**config.mk**
```make
export PLATFORM = sky130hd
export DESIGN_NAME = bf16_op_sequencer
export DESIGN_NICKNAME = d
export VERILOG_FILES = /design/src/rtl/bf16_op_sequencer.sv
export SDC_FILE = /design/constraint.sdc
export NUM_CORES = 1
export LEC_CHECK = 0
export CORE_MARGIN = 4
export CORE_UTILIZATION = 37
export DETAILED_ROUTE_END_ITERATION = 16
export GPL_ROUTABILITY_DRIVEN = 0
export PLACE_DENSITY = 0.85
export REMOVE_ABC_BUFFERS = 1
export SLEW_MARGIN = 20
export SYNTH_ARGS = -nofsm -noshare
export SYNTH_HDL_FRONTEND = slang
export SYNTH_SLANG_ARGS = --single-unit
```
**constraint.sdc**
```tcl
create_clock -name clk_i -period 1.7 [get_ports clk_i]
set_input_delay 0.34 -clock clk_i [delete_from_list [all_inputs] [get_ports clk_i]]
set_output_delay 0.34 -clock clk_i [all_outputs]
set_load 0.02 [all_outputs]
```
**src/rtl/bf16_op_sequencer.sv**
```systemverilog
// Request/response sequencer in front of the bf16 op_mux: registers one request, holds operands for a per-mode latency, returns the result.
// Optional sticky overflow flag is built when STICKY_OVF_EN is defined.
module bf16_op_sequencer #(
  parameter int DATA_WIDTH = 16,
  parameter int MODE_WIDTH = 2,
  parameter int ADD_LAT    = 1,
  parameter int SUB_LAT    = 1,
  parameter int MUL_LAT    = 2,
  parameter int DIV_LAT    = 8
) (
  input  logic                  clk_i,
  input  logic                  rst_i,
  input  logic                  req_valid_i,
  output logic                  req_ready_o,
  input  logic [MODE_WIDTH-1:0] req_mode_i,
  input  logic [DATA_WIDTH-1:0] req_in1_i,
  input  logic [DATA_WIDTH-1:0] req_in2_i,
  output logic [MODE_WIDTH-1:0] mux_mode_o,
  output logic [DATA_WIDTH-1:0] mux_in1_o,
  output logic [DATA_WIDTH-1:0] mux_in2_o,
  input  logic [DATA_WIDTH-1:0] mux_out_i,
  input  logic                  mux_ovf_i,
  output logic                  rsp_valid_o,
  input  logic                  rsp_ready_i,
  output logic [DATA_WIDTH-1:0] rsp_data_o,
  output logic                  rsp_ovf_o,
  output logic                  rsp_illegal_o,
  input  logic                  clr_ovf_i,
  output logic                  sticky_ovf_o
);

  localparam int MAX_AS  = (ADD_LAT > SUB_LAT) ? ADD_LAT : SUB_LAT;
  localparam int MAX_MD  = (MUL_LAT > DIV_LAT) ? MUL_LAT : DIV_LAT;
  localparam int MAX_LAT = (MAX_AS > MAX_MD) ? MAX_AS : MAX_MD;
  localparam int CNT_W   = $clog2(MAX_LAT) + 1;

  localparam logic [MODE_WIDTH-1:0] MODE_ADD = MODE_WIDTH'(0);
  localparam logic [MODE_WIDTH-1:0] MODE_SUB = MODE_WIDTH'(1);
  localparam logic [MODE_WIDTH-1:0] MODE_MUL = MODE_WIDTH'(2);
  localparam logic [MODE_WIDTH-1:0] MODE_DIV = MODE_WIDTH'(3);

  localparam logic [CNT_W-1:0] ADD_CNT = CNT_W'(ADD_LAT - 1);
  localparam logic [CNT_W-1:0] SUB_CNT = CNT_W'(SUB_LAT - 1);
  localparam logic [CNT_W-1:0] MUL_CNT = CNT_W'(MUL_LAT - 1);
  localparam logic [CNT_W-1:0] DIV_CNT = CNT_W'(DIV_LAT - 1);

  typedef enum logic [1:0] {
    S_IDLE = 2'd0,
    S_EXEC = 2'd1,
    S_DONE = 2'd2
  } state_t;

  state_t                state_q, state_d;
  logic [CNT_W-1:0]      cnt_q, cnt_d;
  logic [MODE_WIDTH-1:0] mode_q, mode_d;
  logic [DATA_WIDTH-1:0] in1_q, in1_d;
  logic [DATA_WIDTH-1:0] in2_q, in2_d;
  logic                  ill_q, ill_d;
  logic [DATA_WIDTH-1:0] data_q, data_d;
  logic                  ovf_q, ovf_d;
  logic                  rsp_ill_q, rsp_ill_d;
  logic                  capture;

  always_comb begin
    state_d   = state_q;
    cnt_d     = cnt_q;
    mode_d    = mode_q;
    in1_d     = in1_q;
    in2_d     = in2_q;
    ill_d     = ill_q;
    data_d    = data_q;
    ovf_d     = ovf_q;
    rsp_ill_d = rsp_ill_q;
    capture   = 1'b0;

    case (state_q)
      S_IDLE: begin
        if (req_valid_i) begin
          mode_d  = req_mode_i;
          in1_d   = req_in1_i;
          in2_d   = req_in2_i;
          ill_d   = 1'b0;
          state_d = S_EXEC;
          case (req_mode_i)
            MODE_ADD: cnt_d = ADD_CNT;
            MODE_SUB: cnt_d = SUB_CNT;
            MODE_MUL: cnt_d = MUL_CNT;
            MODE_DIV: cnt_d = DIV_CNT;
            default: begin
              cnt_d = '0;
              ill_d = 1'b1;
            end
          endcase
        end
      end
      S_EXEC: begin
        if (cnt_q != '0) begin
          cnt_d = cnt_q - 1'b1;
        end else begin
          capture = 1'b1;
          state_d = S_DONE;
        end
      end
      S_DONE: begin
        if (rsp_ready_i) state_d = S_IDLE;
      end
      default: state_d = S_IDLE;
    endcase

    // An illegal mode never exposes whatever the mux happens to drive.
    if (capture) begin
      data_d    = ill_q ? '0 : mux_out_i;
      ovf_d     = ill_q ? 1'b0 : mux_ovf_i;
      rsp_ill_d = ill_q;
    end
  end

  always_ff @(posedge clk_i or posedge rst_i) begin
    if (rst_i) begin
      state_q   <= S_IDLE;
      cnt_q     <= '0;
      mode_q    <= '0;
      in1_q     <= '0;
      in2_q     <= '0;
      ill_q     <= 1'b0;
      data_q    <= '0;
      ovf_q     <= 1'b0;
      rsp_ill_q <= 1'b0;
    end else begin
      state_q   <= state_d;
      cnt_q     <= cnt_d;
      mode_q    <= mode_d;
      in1_q     <= in1_d;
      in2_q     <= in2_d;
      ill_q     <= ill_d;
      data_q    <= data_d;
      ovf_q     <= ovf_d;
      rsp_ill_q <= rsp_ill_d;
    end
  end

  assign req_ready_o   = (state_q == S_IDLE);
  assign rsp_valid_o   = (state_q == S_DONE);
  assign mux_mode_o    = mode_q;
  assign mux_in1_o     = in1_q;
  assign mux_in2_o     = in2_q;
  assign rsp_data_o    = data_q;
  assign rsp_ovf_o     = ovf_q;
  assign rsp_illegal_o = rsp_ill_q;

`ifdef STICKY_OVF_EN
  logic sticky_q, sticky_d;

  // Set has priority so an overflow landing on the clear edge is not lost.
  always_comb begin
    sticky_d = sticky_q;
    if (clr_ovf_i) sticky_d = 1'b0;
    if (capture && !ill_q && mux_ovf_i) sticky_d = 1'b1;
  end

  always_ff @(posedge clk_i or posedge rst_i) begin
    if (rst_i) sticky_q <= 1'b0;
    else       sticky_q <= sticky_d;
  end

  assign sticky_ovf_o = sticky_q;
`else
  logic unused_clr_ovf;
  assign unused_clr_ovf = clr_ovf_i;
  assign sticky_ovf_o   = 1'b0;
`endif

endmodule

```
==> results of run 1 <==
where the power goes:
group,switching [uW],internal (uW)
clock,508,550
combinational,1800,2250
sequential,383,2060
Yosys cell counts, types with 2 or more instances:
library cell               n
sky130_fd_sc_hd__inv_1     4
sky130_fd_sc_hd__mux2_4    9
sky130_fd_sc_hd__dfrtp_1  57
sky130_fd_sc_hd__nor3_1    2
sky130_fd_sc_hd__nand2_1   2
sky130_fd_sc_hd__nor2_1    2
sky130_fd_sc_hd__nand3_1   2
sky130_fd_sc_hd__mux2_2   45
sky130_fd_sc_hd__buf_4     3
sky130_fd_sc_hd__buf_6     4
layout by cell type, fill, tap and decap left out, types with 2 or more instances in the layout:
master | Yosys | final
sky130_fd_sc_hd__dfrtp_1 | 57 | 57
sky130_fd_sc_hd__clkinv_2 | 0 | 4
sky130_fd_sc_hd__nor2_1 | 2 | 2
sky130_fd_sc_hd__conb_1 | 1 | 2
sky130_fd_sc_hd__inv_2 | 0 | 2
sky130_fd_sc_hd__nand3_1 | 2 | 2
sky130_fd_sc_hd__clkbuf_8 | 0 | 10
sky130_fd_sc_hd__buf_12 | 0 | 2
sky130_fd_sc_hd__nor3_1 | 2 | 2
sky130_fd_sc_hd__clkdlybuf4s50_1 | 0 | 104
sky130_fd_sc_hd__nand2_1 | 2 | 2
sky130_fd_sc_hd__buf_4 | 3 | 6
sky130_fd_sc_hd__mux2_4 | 9 | 9
sky130_fd_sc_hd__mux2_2 | 45 | 45
sky130_fd_sc_hd__nor3b_4 | 1 | 2
sky130_fd_sc_hd__inv_1 | 4 | 2
cells by family (layout without fill, tap and decap cells):
logic type / after synthesis / in the layout / synth area share, %
adders and majority gates: 1 / 1 / 0.530
other: 1 / 2 / 0.159
DFF: 57 / 57 / 60.5
and+or+nand+nor: 18 / 18 / 5.73
muxes: 55 / 55 / 27.6
AOI/OAI and AO/OA: 5 / 5 / 1.75
buffers and inverters: 12 / 134 / 3.71
area by class of cell:
cell class	count	area, um^2	area share, %
Clock inverter	4	20.0	0.538
Multi-Input combinational cell	81	867	23.3
Inverter	4	15.0	0.403
Timing Repair Buffer	115	1160	31.1
Tap cell	75	93.8	2.52
Clock buffer	11	141	3.80
Sequential cell	57	1430	38.3
worst paths after layout:
| check | from | endpoint | depth (start not counted) |
|---|---|---|---|
| min | rst_i | mux_mode_o[0] | 3 |
| max reg2reg | cnt_q[0] | rsp_data_o[3] | 5 |
| max in group asynchronous | rst_i | mux_in1_o[3] | 3 |
| min in group clk_i | rsp_data_o[15] | rsp_data_o[15] | 1 |
| min reg2reg | rsp_data_o[15] | rsp_data_o[15] | 1 |
| max | mux_in1_o[12] | mux_in1_o[12] | 1 |
sequential cells by signal, indices dropped and copies added, names as in the netlist:
register    count
mux_in2_o      16
mux_in1_o      16
rsp_ovf_o       1
rsp_data_o     16
mux_mode_o      2
cnt_q           4
state_q         2
layer usage:
metal  global-route usage (%)  vias to the layer above  part of all wire, %
li1                         -                      753                    -
met1                     16.5                      798                   39
met2                     26.5                       53                   54
met3                     5.36                       14                  5.3
met4                     7.53                        0                  2.6
met5                        0                        -                    0
per-stage QoR:
step                      cells  worst slack, ns
after floorplan             142           -0.844
after global placement      332           -0.103
after detailed placement    332           -0.134
after CTS                   347           0.0279
after global routing        347          -0.0147
final                       347           0.0494
worst min-delay path: stages:
cell	delay, ns
sky130_fd_sc_hd__clkdlybuf4s50_1	0.41
sky130_fd_sc_hd__inv_2	0.08
sky130_fd_sc_hd__buf_4	0.21
timing repair:
item / 4_1_cts / 5_1_grt
resized for setup: 2 / 5
pin swaps: 0 / 1
gates cloned: 0 / 0
endpoints found under the setup margin: 2 / 19
setup buffers: 0 / 0
==> run summary, run 1 <==
FINAL LAYOUT
-------------------------------------------------------------------------------------------------
Final std cell area, no fill                                                            3720 um^2
Number of diodes                                                                                0
Share of cells above drive strength 1                                                       31.3%
Final #Nets                                                                                   325
Synthesis-to-finish area growth                                                             57.8%
Utilization after layout                                                                    61.4%
Number of fillers in the final layout                                                         489

WORST SETUP PATH
-------------------------------------------------------------------------------------------------
WP buf/inv                                                                                      1
Maximum fanout count along the critical path                                                    2
Cells along the critical path                                                        clkdlybuf4s50_1
Capturing element type of the critical path                                           output port
Gate family responsible for the most delay along the worst path                      buffers and inverters
Startpoint Class                                                                             flop
Type of the worst setup path                                                           reg -> out
Cell with the biggest individual delay on the critical path                          sky130_fd_sc_hd__clkdlybuf4s50_1
Data arrival, critical path                                                               1.31 ns
Max incr delay on CP                                                                      0.62 ns
Reg2reg setup slack                                                                       0.08 ns
Required time worst endpoint                                                              1.36 ns

TIMING
-------------------------------------------------------------------------------------------------
Setup tns final                                                                              0 ns
Count of final setup violators                                                                  0
Final period util                                                                           97.1%
Clock tree skew after final layout                                                     0.00841 ns
Maximum clock frequency                                                                   606 MHz
Worst hold slack across all endpoints                                                    0.359 ns
Max Slew Vio Count                                                                              0
Shortest clock period the worst path allows after layout                                  1.65 ns
Final count of hold timing violations                                                           0

FLOORPLANNING
-------------------------------------------------------------------------------------------------
Die height                                                                                87.8 um
# rows                                                                                         28
Area of the die                                                                         7720 um^2
Horiz. Die Dim                                                                            87.8 um
Core footprint                                                                          6060 um^2
Starting Density                                                                            38.9%
Boundary Pins                                                                                 111

CLOCK NETWORK
-------------------------------------------------------------------------------------------------
Clock net sink count                                                                           57
Clock input transition at the sequential cells of the worst setup and hold paths          0.07 ns
Clock Tree Root                                                                      sky130_fd_sc_hd__clkbuf_8
Maximum buffer depth of the clock tree                                                          2
Number of buffers added by the clock tree synthesis step                                        9
CTS tree                                                                                    built
Number of buffers inserted by hold repair at cts                                                0
H-tree levels                                                                                   3
Clock latency reported for the late side of the worst-skew pair                           0.32 ns

YOSYS
-------------------------------------------------------------------------------------------------
Cell area after synthesis                                                               2360 um^2
Sequential area share after synthesis                                                       60.5%
Average size of a mapped cell                                                           15.8 um^2
Most area-hungry cell type in the Yosys netlist                                      sky130_fd_sc_hd__dfrtp_1
Main synth FF type                                                                   sky130_fd_sc_hd__dfrtp_1
Share of the synthesized area in the top cell type                                          60.5%
Synthesis warning total                                                                         0
Number of distinct library cell variants in the gate-level netlist after synthesis             29
Main area contributors after synthesis                                               sky130_fd_sc_hd__dfrtp_1 (60%), sky130_fd_sc_hd__mux2_2 (21%), sky130_fd_sc_hd__mux2_4 (5.7%)
Number of flops mapped to enable cells by yosys                                                 0
Post-synthesis sequential element count                                                        57
Post-synthesis async set-or-reset flop share                                                 100%
Synthesized netlist cell count                                                                149

ROUTE
-------------------------------------------------------------------------------------------------
Average wire length per cell after detail routing                                         15.9 um
Number of antenna-violating nets in the routed design                                           0
Detailed router's first-iteration violation count                                              49
Drt total wl                                                                              5530 um
Drt via density                                                                              4.66
TritonRoute pass-1 iters                                                                        4
Total number of vias                                                                         1618
Number of remaining DRC errors                                                                  0

GLOBAL ROUTE
-------------------------------------------------------------------------------------------------
Overflow left after global routing                                                              0
Global router's overall resource usage                                                      15.3%
Maximum number of pins on one net before global-route repair                                   45
Number of antenna violations at the first check in global routing                               0
First-pass GRT wire length                                                                8790 um
Number of global-route vias before repair                                                    1849

RUN STATUS
-------------------------------------------------------------------------------------------------
Status                                                                               finished, final reports clean

PLACED DESIGN
-------------------------------------------------------------------------------------------------
Port Buf Inserts                                                                              107
Placed cell areas                                                                       3550 um^2
Final HPWL from detailed placement                                                        4080 um

PWR
-------------------------------------------------------------------------------------------------
Maximum ir drop on the vdd rail                                                           1.09 mV
Power density cells                                                                  2030 nW/um^2
Leakage power                                                                          0.00161 uW
Post-route total power                                                                    7550 uW

MIN PATH
-------------------------------------------------------------------------------------------------
Hold crit path type                                                                   in -> async

FLOW RUN
-------------------------------------------------------------------------------------------------
Number of max-cap violations                                                                    0

(Power assumes the default switching activity.)
==> inputs of run 2 (changes only) <==
Settings changed: CORE_MARGIN 4 to default.
==> run 2 against run 1 <==
Total power is 6.5% higher; first-iteration DRC count is 20% lower; worst setup slack better by 0.0070 ns; register-to-register slack hardly changed; maximum frequency is 0.43% higher; sequential share of layout area is 1.1 points lower; critical path depth stayed put; clock power is 30% higher.
==> run summary, run 2 (synthesis results as in run 1) <==
FLOW RUN
-----------------------------------------------------------------------------------------------
Number of max-cap violations                                                                  0

PLACED DESIGN
-----------------------------------------------------------------------------------------------
Final HPWL from detailed placement                                                      3850 um
Port Buf Inserts                                                                            107
Cell count after placement                                                                  332
DP Worst Slack                                                                        -0.173 ns

CLOCK NETWORK
-----------------------------------------------------------------------------------------------
Clock Tree Root                                                                    sky130_fd_sc_hd__clkbuf_8
Clock input transition at the sequential cells of the worst setup and hold paths        0.07 ns
Clock net sink count                                                                         57
Maximum buffer depth of the clock tree                                                        2
Number of buffers added by the clock tree synthesis step                                      9
Clock latency reported for the late side of the worst-skew pair                         0.33 ns
CTS tree                                                                                  built
H-tree levels                                                                                 3

FINAL LAYOUT
-----------------------------------------------------------------------------------------------
FF+latch area                                                                         1430 um^2
Number of fillers in the final layout                                                       470
Number of diodes                                                                              0
Share of cells above drive strength 1                                                     32.0%
Most frequent standard cell in the layout excluding fill and tap cells             sky130_fd_sc_hd__clkdlybuf4s50_1
Post-layout instance count excluding filler cells                                           350
Final #Nets                                                                                 329
Multi-input combinational cell area                                                    897 um^2
Synthesis-to-finish area growth                                                           62.6%
Most used cells in the layout excluding fill and tap cells                         sky130_fd_sc_hd__clkdlybuf4s50_1 (100), sky130_fd_sc_hd__dfrtp_1 (57), sky130_fd_sc_hd__mux2_2 (45)

WORST SETUP PATH
-----------------------------------------------------------------------------------------------
Capturing element type of the critical path                                         output port
Cells along the critical path                                                      clkdlybuf4s50_1
Maximum fanout count along the critical path                                                  2
Type of the worst setup path                                                         reg -> out
Max incr delay on CP                                                                    0.62 ns
Startpoint Class                                                                           flop
Cell with the biggest individual delay on the critical path                        sky130_fd_sc_hd__clkdlybuf4s50_1
Data arrival, critical path                                                             1.30 ns
Gate family responsible for the most delay along the worst path                    buffers and inverters
WP buf/inv                                                                                    1
Required time worst endpoint                                                            1.36 ns

PWR
-----------------------------------------------------------------------------------------------
Internal Power                                                                          5270 uW
Leakage power                                                                        0.00169 uW
Switching fraction of total power                                                         34.5%
Combinational power share                                                                 52.2%
Clock share of power                                                                      17.2%
Sequential share of power                                                                 30.6%
Switching component of the power                                                        2780 uW
Post-route total power                                                                  8050 uW
Power density cells                                                                2100 nW/um^2
Maximum ir drop on the vdd rail                                                         1.09 mV

GLOBAL ROUTE
-----------------------------------------------------------------------------------------------
Number of antenna violations at the first check in global routing                             0
Number of global-route vias before repair                                                  1707
Global router's overall resource usage                                                    16.9%
Maximum number of pins on one net before global-route repair                                 30
First-pass GRT wire length                                                              8140 um
Overflow left after global routing                                                            0

TIMING
-----------------------------------------------------------------------------------------------
Final period util                                                                         96.7%
Setup tns final                                                                            0 ns
Maximum clock frequency                                                                 608 MHz
Final count of hold timing violations                                                         0
Shortest clock period the worst path allows after layout                                1.64 ns
Post-route setup slack                                                                0.0564 ns
Count of final setup violators                                                                0
Max Slew Vio Count                                                                            0
Clock tree skew after final layout                                                   0.00857 ns

FLOORPLANNING
-----------------------------------------------------------------------------------------------
Boundary Pins                                                                               111
Horiz. Die Dim                                                                          81.8 um
Die height                                                                              81.8 um
Starting Density                                                                          39.1%
Area of the die                                                                       6700 um^2
Core footprint                                                                        6030 um^2
# rows                                                                                       28

ROUTE
-----------------------------------------------------------------------------------------------
Drt via density                                                                            4.71
Number of antenna-violating nets in the routed design                                         0
TritonRoute pass-1 iters                                                                      4
Drt total wl                                                                            5550 um
Detailed router's first-iteration violation count                                            39
Number of remaining DRC errors                                                                0
Average wire length per cell after detail routing                                       15.9 um
Total number of vias                                                                       1648

RUN STATUS
-----------------------------------------------------------------------------------------------
Status                                                                             finished, final reports clean

MIN PATH
-----------------------------------------------------------------------------------------------
Hold crit path type                                                                 in -> async

## run 2: power by group through the flow
| stage | clock, uW | combinational [uW] | sequential [uW] |
|---|---|---|---|
| detailed placement | 0 | 4050 | 2480 |
| global placement | 0 | 3970 | 2430 |
| finish | 1380 | 4200 | 2460 |
| CTS | 1440 | 4050 | 2470 |
| floorplan | 0 | 1400 | 3250 |
| global route | 1500 | 4440 | 2540 |
## run 2: worst paths after layout
kind,startpoint,to,slack [ns],cells after the start
worst max-delay path,rsp_data_o[8],rsp_data_o[8],0.06,1
worst max register to register,cnt_q[0],rsp_data_o[1],0.08,6
min in group clk_i,mux_in1_o[8],mux_in1_o[8],0.50,1
worst min register to register,mux_in1_o[8],mux_in1_o[8],0.50,1
max in group asynchronous,rst_i,mux_in1_o[3],1.01,3
worst min-delay path,rst_i,mux_in2_o[3],0.41,3
## run 2: metrics by stage
| stage | area [um^2] | utilization [%] | hold WS (ns) |
|---|---|---|---|
| 2_1_floorplan | 2290 | - | 0.448 |
| 3_3_place_gp | 3550 | 58.8 | 0.488 |
| 3_5_place_dp | 3550 | 58.8 | 0.492 |
| 4_1_cts | 3760 | 62.4 | 0.401 |
| 5_1_grt | 3830 | 63.6 | 0.434 |
| 6_report | 3830 | 63.6 | 0.410 |
## run 2: area by class of cell
class	count	area share [%]
Sequential cell	57	37.2
Tap cell	75	2.45
Clock buffer	11	3.95
Multi-Input combinational cell	84	23.4
Inverter	4	0.392
Clock inverter	3	1.70
Timing Repair Buffer	116	30.9
## run 2: timing repair
item,in CTS,in global routing
cloned,0,3
endpoints found under the setup margin,2,22
hold buffers,0,0
hold endpoints to repair,0,0
gates resized for setup,2,7
pin swaps,0,2
buffers inserted,0,1
## run 2: worst register-to-register path: cells and delay by family, from the launching register on
family	cells	cell delay, ns
buffers and inverters	2	0.24
adder cells (fa/ha/maj)	1	0.20
flip-flops	1	0.39
AND/OR/NAND/NOR	2	0.34
multiplexers	1	0.33
## run 2: per-layer routing
layer	share of wire [%]	vias up	global-route usage [%]	wire, um
li1	-	767	-	-
met1	41	827	18.9	2260
met2	52	47	27.5	2910
met3	6.0	7	8.56	332
met4	0.90	0	6.32	50
met5	0	-	0	0
==> inputs of run 3 (changes only) <==
Settings changed: ABC_AREA from default to 1.
==> run 3 against run 2 <==
Core utilization decreased by 2.9 points; global-route usage grew 0.55 points; hold slack got worse by 0.019 ns; die area down 0.57%; clock-buffer cell count shrank 2.
==> run summary, run 3 <==
CLOCK NETWORK
-------------------------------------------------------------------------------------------------
Total setup buffers inserted after CTS                                                          0
Clock latency reported for the late side of the worst-skew pair                           0.33 ns
CTS tree                                                                                    built
Clock net sink count                                                                           57
H-tree levels                                                                                   3
Clock input transition at the sequential cells of the worst setup and hold paths          0.07 ns
Number of buffers added by the clock tree synthesis step                                        9
Total of cells resized after clock tree synthesis                                               2
Maximum buffer depth of the clock tree                                                          2
Number of buffers inserted by hold repair at cts                                                0
Clock Tree Root                                                                      sky130_fd_sc_hd__clkbuf_8

FLOORPLANNING
-------------------------------------------------------------------------------------------------
Area of the die                                                                         6660 um^2
Starting Density                                                                            38.9%
Core footprint                                                                          6030 um^2
Die height                                                                                81.6 um
# rows                                                                                         28
Horiz. Die Dim                                                                            81.6 um
Boundary Pins                                                                                 111

GLOBAL ROUTE
-------------------------------------------------------------------------------------------------
Maximum number of pins on one net before global-route repair                                   58
Number of antenna violations at the first check in global routing                               0
Number of global-route vias before repair                                                    2020
First-pass GRT wire length                                                                8780 um
Overflow left after global routing                                                              0
Global router's overall resource usage                                                      17.5%

TIMING
-------------------------------------------------------------------------------------------------
Max Slew Vio Count                                                                              0
Unrepaired setup endpoints after global routing                                             false
Maximum clock frequency                                                                   607 MHz
Final period util                                                                           96.9%
Count of final setup violators                                                                  0
Final count of hold timing violations                                                           0
Shortest clock period the worst path allows after layout                                  1.65 ns
Clock tree skew after final layout                                                      0.0116 ns
Worst hold slack across all endpoints                                                    0.391 ns

YOSYS
-------------------------------------------------------------------------------------------------
Most area-hungry cell type in the Yosys netlist                                      sky130_fd_sc_hd__dfrtp_1
Number of distinct library cell variants in the gate-level netlist after synthesis             17
Number of flops mapped to enable cells by yosys                                                 0
Cell area after synthesis                                                               2340 um^2
Main area contributors after synthesis                                               sky130_fd_sc_hd__dfrtp_1 (61%), sky130_fd_sc_hd__nand2_1 (23%), sky130_fd_sc_hd__nand3_1 (4.3%)
Average size of a mapped cell                                                           8.78 um^2
Most frequent cells after synthesis                                                  sky130_fd_sc_hd__nand2_1 (146), sky130_fd_sc_hd__dfrtp_1 (57), sky130_fd_sc_hd__nand3_1 (20)
Post-synthesis sequential element count                                                        57
Most numerous cell in the Yosys netlist                                              sky130_fd_sc_hd__nand2_1
Share of the synthesized area in the top cell type                                          60.8%
Post-synthesis async set-or-reset flop share                                                 100%
Synthesis warning total                                                                         0
Synthesized netlist cell count                                                                267
Sequential area share after synthesis                                                       60.8%
Main synth FF type                                                                   sky130_fd_sc_hd__dfrtp_1

WORST SETUP PATH
-------------------------------------------------------------------------------------------------
Gate family responsible for the most delay along the worst path                      buffers and inverters
WP buf/inv                                                                                      1
Type of the worst setup path                                                           reg -> out
Data arrival, critical path                                                               1.31 ns
Maximum fanout count along the critical path                                                    2
Depth of the most critical reg-to-reg path                                                      7
Startpoint Class                                                                             flop
Cell with the biggest individual delay on the critical path                          sky130_fd_sc_hd__clkdlybuf4s50_1
Capturing element type of the critical path                                           output port
Crit Reg-Reg Endpoint                                                                rsp_data_o[7]
Cells along the critical path                                                        clkdlybuf4s50_1
Required time worst endpoint                                                              1.36 ns
Launching point of the worst reg2reg path                                                cnt_q[1]
Max incr delay on CP                                                                      0.62 ns
Reg2reg setup slack                                                                       0.20 ns

FLOW RUN
-------------------------------------------------------------------------------------------------
Number of max-cap violations                                                                    0

FINAL LAYOUT
-------------------------------------------------------------------------------------------------
Most frequent standard cell in the layout excluding fill and tap cells               sky130_fd_sc_hd__nand2_1
Number of diodes                                                                                0
Share of cells above drive strength 1                                                       7.57%
Final #Nets                                                                                   435
Synthesis-to-finish area growth                                                             56.0%
Post-layout instance count excluding filler cells                                             458
Most used cells in the layout excluding fill and tap cells                           sky130_fd_sc_hd__nand2_1 (146), sky130_fd_sc_hd__clkdlybuf4s50_1 (104), sky130_fd_sc_hd__dfrtp_1 (57)

ROUTE
-------------------------------------------------------------------------------------------------
Drt via density                                                                              4.64
Met2 routed wirelength                                                                    2630 um
Total number of vias                                                                         2126
Average wire length per cell after detail routing                                         11.9 um
Metal-1 WL                                                                                2260 um
Detailed router's first-iteration violation count                                              62
Number of antenna-violating nets in the routed design                                           0
Number of remaining DRC errors                                                                  0
Met3 WL                                                                                    464 um
Top routing layer in use                                                                     met4
Drt total wl                                                                              5460 um
TritonRoute pass-1 iters                                                                        4

PWR
-------------------------------------------------------------------------------------------------
Post-route total power                                                                    7240 uW
Leakage power                                                                          0.00182 uW
Maximum ir drop on the vdd rail                                                          0.921 mV
Power density cells                                                                  1980 nW/um^2

MIN PATH
-------------------------------------------------------------------------------------------------
Hold crit path type                                                                   in -> async

PLACED DESIGN
-------------------------------------------------------------------------------------------------
Final HPWL from detailed placement                                                        3840 um
Cell count after placement                                                                    442
Port Buf Inserts                                                                              107

RUN STATUS
-------------------------------------------------------------------------------------------------
Status                                                                               finished, final reports clean

==> run 3: cell count changes after synthesis, sizes merged, moves of 3 or more <==
| cell | previous run | this run |
|---|---|---|
| nand2 | 3 | 150 |
| buf | 8 | 11 |
| nand3 | 2 | 20 |
| nor3b | 3 | 0 |
| o21ai | 1 | 5 |
| inv | 4 | 8 |
| mux2 | 54 | 0 |
| nor2 | 2 | 9 |
| clkbuf | 0 | 3 |
==> run 3: worst min-delay path: cells and delay by family <==
family,cells,cell delay [ns]
buf+inv,3,0.76
==> run 3: worst max path at each step <==
| stage | from | to | cells past startpoint |
|---|---|---|---|
| floorplan | state_q[0] | mux_in1_o[0] | 5 |
| global placement | state_q[0] | req_ready_o | 2 |
| detailed placement | state_q[0] | req_ready_o | 2 |
| CTS | rsp_data_o[8] | rsp_data_o[8] | 1 |
| global route | rsp_data_o[8] | rsp_data_o[8] | 1 |
| finish | rsp_data_o[8] | rsp_data_o[8] | 1 |
==> run 3: cell families (layout without fill, tap and decap cells) <==
group | Yosys count | in the layout | share of synthesized area, %
AND/OR/NAND/NOR | 180 | 180 | 30.6
flip-flops | 57 | 57 | 60.8
buffers and inverters | 22 | 137 | 6.46
AO/OA/AOI/OAI | 6 | 6 | 1.39
adder cells (fa/ha/maj) | 1 | 1 | 0.534
other | 1 | 2 | 0.160
==> run 3: layout make-up <==
cell class              count  area [um^2]
clock buffers               9          124
fillers                   525         2370
flip-flops and latches     57         1430
repair buffers            113         1140
inverters                   8         30.0
well taps                  75         93.8
clock inverters             7         71.3
multi-input cells         189          771
==> run 3: metal layers <==
| layer | global-route usage, % | vias to the layer above |
|---|---|---|
| li1 | - | 1036 |
| met4 | 9.30 | 0 |
| met5 | 0 | - |
| met2 | 29.8 | 84 |
| met3 | 5.33 | 11 |
| met1 | 19.5 | 995 |
==> run 3: power breakdown <==
part	total [uW]	switching [uW]	internal, uW
combinational	3640	2020	1620
sequential	2380	362	2020
clock	1230	553	672
total	7240	2940	4300
==> run 3: through the flow <==
stage          setup slack [ns]  utilization, %  TNS (ns)  area (um^2)
3_3_place_gp              0.203            57.5         0         3460
4_1_cts                  0.0291            60.7         0         3650
3_5_place_dp              0.179            57.5         0         3460
5_1_grt                0.000518            60.7         0         3660
6_report                 0.0534            60.7         0         3660
2_1_floorplan            -0.425               -    -17.23         2230
